===== src/rtl/maxpool_window_2x2_if.sv =====
// Handshake bundle between the pixel stream, the 2x2 window generator and the max-pool comparator.
// master drives pixels and observes windows; slave is the window generator side.
`timescale 1ns/1ps
interface maxpool_window_2x2_if #(
  parameter int DATA_WIDHT = 32
);
  logic [DATA_WIDHT-1:0] Data_In;
  logic                  Valid_In;
  logic [DATA_WIDHT-1:0] Data_A;
  logic [DATA_WIDHT-1:0] Data_B;
  logic [DATA_WIDHT-1:0] Data_C;
  logic [DATA_WIDHT-1:0] Data_D;
  logic                  Valid_Out;
  logic                  Frame_Done;

  modport master (
    output Data_In, Valid_In,
    input  Data_A, Data_B, Data_C, Data_D, Valid_Out, Frame_Done
  );

  modport slave (
    input  Data_In, Valid_In,
    output Data_A, Data_B, Data_C, Data_D, Valid_Out, Frame_Done
  );
endinterface


===== src/rtl/maxpool_window_2x2.sv =====
// Streaming 2x2 stride-2 window generator: buffers one even row, emits A/B/C/D on odd-row odd-col pixels.
// Optional fused input ReLU (negative words forced to zero) when MAXPOOL_WIN_RELU_EN is defined.
`timescale 1ns/1ps
module maxpool_window_2x2 #(
  parameter int DATA_WIDHT = 32,
  parameter int IMG_WIDTH  = 28,
  parameter int IMG_HEIGHT = 28
) (
  input  logic                 clk,
  input  logic                 rst,
  maxpool_window_2x2_if.slave  bus
);

  localparam int CW = (IMG_WIDTH  > 1) ? $clog2(IMG_WIDTH)  : 1;
  localparam int RW = (IMG_HEIGHT > 1) ? $clog2(IMG_HEIGHT) : 1;
  localparam logic [CW-1:0] LAST_COL = CW'(IMG_WIDTH - 1);
  localparam logic [RW-1:0] LAST_ROW = RW'(IMG_HEIGHT - 1);

  typedef enum logic {FILL, EMIT} state_t;

  state_t                r_state;
  logic [CW-1:0]         r_col;
  logic [RW-1:0]         r_row;
  logic [DATA_WIDHT-1:0] r_left;
  logic [DATA_WIDHT-1:0] r_lineBuf [IMG_WIDTH];
  logic [DATA_WIDHT-1:0] r_dataA, r_dataB, r_dataC, r_dataD;
  logic                  r_validOut;
  logic                  r_frameDone;

  logic [DATA_WIDHT-1:0] w_pix;
  logic                  w_lastCol;
  logic                  w_lastRow;

`ifdef MAXPOOL_WIN_RELU_EN
  assign w_pix = bus.Data_In[DATA_WIDHT-1] ? '0 : bus.Data_In;
`else
  assign w_pix = bus.Data_In;
`endif

  assign w_lastCol = (r_col == LAST_COL);
  assign w_lastRow = (r_row == LAST_ROW);

  // A trailing even row of an odd-height frame stays in FILL so it is never windowed.
  always_ff @(posedge clk or negedge rst) begin
    if (!rst) begin
      r_state     <= FILL;
      r_col       <= '0;
      r_row       <= '0;
      r_left      <= '0;
      r_dataA     <= '0;
      r_dataB     <= '0;
      r_dataC     <= '0;
      r_dataD     <= '0;
      r_validOut  <= 1'b0;
      r_frameDone <= 1'b0;
    end else begin
      r_validOut  <= 1'b0;
      r_frameDone <= 1'b0;
      if (bus.Valid_In) begin
        r_frameDone <= w_lastCol && w_lastRow;
        if (w_lastCol) begin
          r_col <= '0;
          r_row <= w_lastRow ? '0 : r_row + RW'(1);
        end else begin
          r_col <= r_col + CW'(1);
        end
        case (r_state)
          FILL: begin
            if (w_lastCol && !w_lastRow) r_state <= EMIT;
          end
          EMIT: begin
            if (!r_col[0]) begin
              r_left <= w_pix;
            end else begin
              r_dataA    <= r_lineBuf[r_col - CW'(1)];
              r_dataB    <= r_lineBuf[r_col];
              r_dataC    <= r_left;
              r_dataD    <= w_pix;
              r_validOut <= 1'b1;
            end
            if (w_lastCol) r_state <= FILL;
          end
          default: r_state <= FILL;
        endcase
      end
    end
  end

  // Row buffer is never reset: every entry is rewritten during FILL before EMIT reads it.
  always_ff @(posedge clk) begin
    if (bus.Valid_In && (r_state == FILL)) r_lineBuf[r_col] <= w_pix;
  end

  assign bus.Data_A     = r_dataA;
  assign bus.Data_B     = r_dataB;
  assign bus.Data_C     = r_dataC;
  assign bus.Data_D     = r_dataD;
  assign bus.Valid_Out  = r_validOut;
  assign bus.Frame_Done = r_frameDone;

endmodule


===== src/flat_wrapper.sv =====
// flat-port wrapper written by rule: the top's interface ports become plain ports
module maxpool_window_2x2_flat 
#(
  parameter int DATA_WIDHT = 32,
  parameter int IMG_WIDTH  = 28,
  parameter int IMG_HEIGHT = 28
)
  (clk, rst, bus_Data_In, bus_Valid_In, bus_Data_A, bus_Data_B, bus_Data_C, bus_Data_D, bus_Valid_Out, bus_Frame_Done);
  maxpool_window_2x2_if #(.DATA_WIDHT(DATA_WIDHT)) bus_i ();
  input  logic clk;
  input  logic rst;
  input wire logic [$bits(bus_i.Data_In)-1:0] bus_Data_In;
  input wire logic [$bits(bus_i.Valid_In)-1:0] bus_Valid_In;
  output wire logic [$bits(bus_i.Data_A)-1:0] bus_Data_A;
  output wire logic [$bits(bus_i.Data_B)-1:0] bus_Data_B;
  output wire logic [$bits(bus_i.Data_C)-1:0] bus_Data_C;
  output wire logic [$bits(bus_i.Data_D)-1:0] bus_Data_D;
  output wire logic [$bits(bus_i.Valid_Out)-1:0] bus_Valid_Out;
  output wire logic [$bits(bus_i.Frame_Done)-1:0] bus_Frame_Done;
  assign bus_i.Data_In = bus_Data_In;
  assign bus_i.Valid_In = bus_Valid_In;
  assign bus_Data_A = bus_i.Data_A;
  assign bus_Data_B = bus_i.Data_B;
  assign bus_Data_C = bus_i.Data_C;
  assign bus_Data_D = bus_i.Data_D;
  assign bus_Valid_Out = bus_i.Valid_Out;
  assign bus_Frame_Done = bus_i.Frame_Done;
  maxpool_window_2x2 #(.DATA_WIDHT(DATA_WIDHT), .IMG_WIDTH(IMG_WIDTH), .IMG_HEIGHT(IMG_HEIGHT)) u_core (.clk(clk), .rst(rst), .bus(bus_i));
endmodule

===== config.mk =====
export PLATFORM = sky130hd
export DESIGN_NAME = maxpool_window_2x2_flat
export DESIGN_NICKNAME = d
export VERILOG_FILES = /design/src/rtl/maxpool_window_2x2_if.sv /design/src/rtl/maxpool_window_2x2.sv /design/src/flat_wrapper.sv
export SDC_FILE = /design/constraint.sdc
export NUM_CORES = 1
export LEC_CHECK = 0
export BUFFER_PORTS_ARGS = -buffer_cell sky130_fd_sc_hd__buf_4
export CAP_MARGIN = 10
export CORE_AREA = 4 4 288 290
export DETAILED_ROUTE_END_ITERATION = 16
export DIE_AREA = 0 0 292 294
export GPL_ROUTABILITY_DRIVEN = 0
export PLACE_DENSITY = 0.77
export SYNTH_ARGS = -nofsm -noshare
export SYNTH_HDL_FRONTEND = slang
export SYNTH_SLANG_ARGS = --single-unit

===== constraint.sdc =====
create_clock -name clk -period 5.1 [get_ports clk]
set_input_delay 0.255 -clock clk [delete_from_list [all_inputs] [get_ports clk]]
set_output_delay 0.255 -clock clk [all_outputs]
set_load 0.005 [all_outputs]

-- Yosys cells after proc, flatten, opt, wreduce, memory -nomap -nowiden
Memory sizes are Yosys's and may differ from the RTL's. A register that Yosys moved wholly into a read port is not among the register bits.
Index checks and enable logic that the tools add are counted.
- register bits: 109
- memory bits (writable): 896
- bits of input ports: 35
- output and inout bits: 130
- word-level logic and storage cells: 36
- memories: 1
- add/sub/neg operators: 3
- equal/unequal tests: 2
- muxes and demuxes: 11
- bitwise operators: 2
- reductions and logical operators: 9
- memory list (name ; words ; width ; read ports ; clocked after memory_dff ; wr ports ; line ; text):
    u_core.r_lineBuf ; 28 ; 32 ; 2 ; 2 ; 1 ; maxpool_window_2x2.sv:25 ; logic [DATA_WIDHT-1:0] r_lineBuf [IMG_WIDTH];
- operator list (cell ; number):
    adder 5 x 1 -> 5 bit (second input constant) ; 2
    equality test 5 bit (second input constant) ; 2
    2-to-1 mux 5 bit ; 2
    2-to-1 mux 1 bit ; 8
    AND reduction 3 bit ; 2
    subtractor 5 x 1 -> 5 bit (second input constant) ; 1
    logical AND 1 bit ; 3
    logical NOT 1 bit ; 3
    inverter 1 bit ; 2
    one-hot mux 1 bit (2 select lines) ; 1
    AND reduction 2 bit ; 1

-- Logic depth before layout (Yosys ltp)
- depth after elaboration: 5
- depth in mapped cells: 14
- mapped depth without buffers: 7

-- Worst setup path before layout
Ideal clock, no wire load.
- path type: flip-flop to flip-flop
- start point: register u_core.r_col[1]
- end point: memory u_core.r_lineBuf[8][0] (enable)
- library setup time: 0.461 ns
- arrival time: 4.013 ns
- data required time: 4.639 ns
- slack: 0.626 ns
- stages on the path, launching flop included: 9
- path buffers: 4
- clock period less this slack: 4.474 ns
- cells stage by stage: dfrtp_1 > buf_2 > inv_1 > buf_2 > clkbuf_1 > ha_1 > buf_2 > nand2_1 > nor3_1
- RTL lines (element ; line ; text):
    start, declared ; maxpool_window_2x2.sv:22 ; logic [CW-1:0] r_col;
    start signal, assigned ; maxpool_window_2x2.sv:65 ; r_col <= r_col + CW'(1);
    end, declared ; maxpool_window_2x2.sv:25 ;
Straight into the memory's write port.

-- Worst setup path in the final report
- start point: register u_core.r_col[0]
- end point: register u_core.r_dataA[20], in the netlist u_core.bus.Data_A[20], read port of u_core.r_lineBuf
- word-level cells in the longest chain between the ends: 1
- elaborated cells on any way between the ends: 2
- those cells by class: 1 x add/sub; 1 x reduce/logical
- RTL lines (element ; line ; text):
    subtractor 5 x 1 -> 5 bit or AND reduction 3 bit (tied branches) ; n/a ;
    end, declared ; maxpool_window_2x2.sv:26 ; logic [DATA_WIDHT-1:0] r_dataA, r_dataB, r_dataC, r_dataD;
Parallel ways exist; a longest one is shown, timed or not.
A chain may end at the register's enable or synchronous reset.

==> impl_results.md <==
* Synth warnings at 0
* Hold Path Stages at 3
* CTS tree: done
* Area after DPL at 50640 µm²
* Postcts setup bufs at 0
* Seq/Total Area, Yosys at 0.6503
* Setup Skew at 0.03032 ns
* Syn Area/Cell at 17.45 µm²
* Final critical-path setup slack at 1.176 ns
* Cell mode on critical path: buf_4
* Post-synth top area share at 0.5601
* Die area at 85850 µm²
* CP endpoint kind: flop
* Critical path startpoint: u_core.r_col[0]
* Netlist cell types at 54
* Initial Util at 0.5983
* Tmin final at 3.924 ns
* Top delay family on crit path: buffers and inverters
* Critical Path RT at 5.66 ns
* Filler Cell Count at 5004
* Clk_lat worst skew at 0.68 ns
* Slowest stage delay, CP at 0.93 ns
* Buffers on Ports at 164
* Critical path startpoint category: flop
* Pwr dens at 628.4 nW/µm²
* Max Freq at 254.8 MHz
* Pre-CTS setup slack at 1.215 ns
* Final number of setup-violating endpoints at 0
* VDD IR-drop max at 0.7061 mV
* Post-route ant nets at 0
* Hold_buf cts at 30
* Largest net degree at the start of global routing at 183
* Max cap viols at 0
* Max-slew headroom at 0.1829
* Number of synthesized register bits at 1069
* Hold Crit Class: primary input to flop
* CTS HTree Levels at 3
* CP cell instances: inv_1 -> ha_4 -> xor2_4 -> buf_4 -> nor2_4 -> buf_4 -> a22oi_1 -> a21oi_1 -> a211oi_1
* Routed via count at 29832
* CTS root buf: clkbuf_16
* DP HPWL at 80010 µm
* Top-Level Pins at 165
* Slew Limit Fails at 0
* Layout cell share with drive strength beyond 1 at 0.2931
* Async S/R FF share, synth at 0.1618
* Setup TNS Final at 0 ns
* Synth area leader: edfxtp_1
* Worst R2R Start: u_core.r_col[0]
* First drt pass iteration count at 7
* Synthesis-to-finish area growth at 13.39%
* Crit Path Class: flop to flop
* Die W at 292 µm
* Most common cell after layout, fill and taps aside: edfxtp_1
* RSZ-0062 raised after global routing: false
* Placement row count at 104
* Core Box Area at 80290 µm²
* CP Data Arrival Time at 4.49 ns
* DRT iter0 DRCs at 4348
* Net count, final at 2961
* # diodes at 0
* Design Area, Final at 54470 µm²
* Grt total ovfl at 0
* Avg WL per Cell at 34.35 µm
* Worst Tran Pin Value at 1.221 ns
* Crit. path cell count at 9
* TritonCTS Sinks at 1069
* DP Cell Count at 3844
* Gr usage total at 0.3267
* CP bufs+invs at 3
* TritonCTS Buffers at 105
* Die height at 294 µm
* Worst reg2reg path depth at 9
* DRC errors left at 0
* Syn nets at 2792
* Vias in the first global route at 30322
* Fin crit share at 0.7694
* CP Max Fanout at 41
* Tot Pwr at 34.23 mW
* Finished Layout Cells at 4073
* Reg clk slew, reported paths at 0.06 ns
* Status: complete, no violations
* Final Hold Fails at 0
* Most frequent cells in the layout: edfxtp_1 (896), mux4_2 (361), nand2_1 (297)
* Vias per cell at 7.324
* Post-Synthesis Cells at 2752
* Cell area after synthesis at 48030 µm²
* Hold_sp: bus_Data_In[1]
* Post_cts resized at 0
* CP max-delay cell: dfrtp_4
* Clk buf depth at 3
* First-pass GRT wire length at 205700 µm
* Largest cells by area after synthesis: edfxtp_1 (56%), mux4_2 (17%), dfrtp_1 (9.0%)
* Hold Slack at 0.03592 ns
* Ys flop type: edfxtp_1
* Initial antenna violation count at 3
* Final design utilization at 0.6784
* Routed wire length at 139900 µm
* Post-synth EDFFs at 896
* Pleak at 18.89 nW
[cells by family after synthesis]
group                      share of synthesized area
adders and majority gates                   0.001302
and+or+nand+nor                              0.04144
muxes                                         0.2290
xor gates and xnor gates                    0.001276
AOI/OAI and AO/OA                            0.05267
buffers and inverters                        0.02402
DFF                                           0.6503
[power breakdown]
group | total, mW | internal [mW] | switching, mW | leakage, nW
combinational | 15.0 | 6.48 | 8.49 | 6.86
sequential | 11.4 | 10.5 | 0.916 | 10.3
clock | 7.87 | 4.52 | 3.36 | 1.72
[area by class of cell]
cell class	instances	area [µm²]	share of cell area
inverters	4	22.52	0.0004135
flip-flops and latches	1069	31250	0.5738
well taps	1060	1326	0.02435
repair buffers	275	2346	0.04307
clock inverters	56	553.0	0.01015
multi-input cells	1466	15990	0.2936
clock buffers	143	2977	0.05465
[synth_stat cells (4+ instances only)]
master,count
o2111ai_1,24
xor2_1,4
o21ai_0,51
nand2_1,297
nand3_1,36
mux2i_1,210
a22oi_1,56
nor2b_1,5
a221o_1,5
nand4_1,4
buf_1,16
o211ai_1,24
buf_2,64
clkbuf_1,85
o21a_1,22
a221oi_1,36
nor3_1,16
edfxtp_1,896
buf_4,31
mux4_1,4
dfrtp_1,173
a211oi_1,36
a32o_1,34
mux2_2,59
mux4_2,361
buf_6,13
a22o_1,4
a21oi_1,41
nand2b_1,24
nor2_1,83
ha_1,5
[worst register-to-register path, cell delays in order, from the launching register on]
cell,delay [ns]
dfrtp_4,0.93
inv_1,0.46
ha_4,0.34
xor2_4,0.32
buf_4,0.66
nor2_4,0.08
buf_4,0.36
a22oi_1,0.33
a21oi_1,0.12
a211oi_1,0.23
[registers in the layout, indices dropped and copies added, names as in the netlist]
name	count
u_core.bus.Frame_Done	1
u_core.bus.Valid_Out	1
u_core.r_lineBuf	896
u_core.bus.Data_B	32
u_core.bus.Data_D	32
u_core.bus.Data_A	32
u_core.r_col	5
u_core.bus.Data_C	32
u_core.r_state	1
u_core.r_left	32
u_core.r_row	5
[metal layers]
layer | wire (µm) | up-vias | GRT usage
met3 | 18230 | 425 | 0.07675
met5 | 17 | - | 0
met1 | 50040 | 15392 | 0.4534
li1 | - | 11588 | -
met2 | 65200 | 2425 | 0.5092
met4 | 6423 | 2 | 0.1349
[path summary, 6_finish.rpt]
check                                   endpoint  slack [ns]
min reg2reg                u_core.bus.Data_C[14]        0.46
max reg2reg                u_core.bus.Data_A[20]        1.18
max                        u_core.bus.Data_A[20]        1.18
min in group asynchronous  u_core.bus.Data_D[31]        0.16
max in group asynchronous        u_core.r_col[3]        3.80
min                         u_core.bus.Data_D[1]        0.04
(Power assumes the default switching activity.)
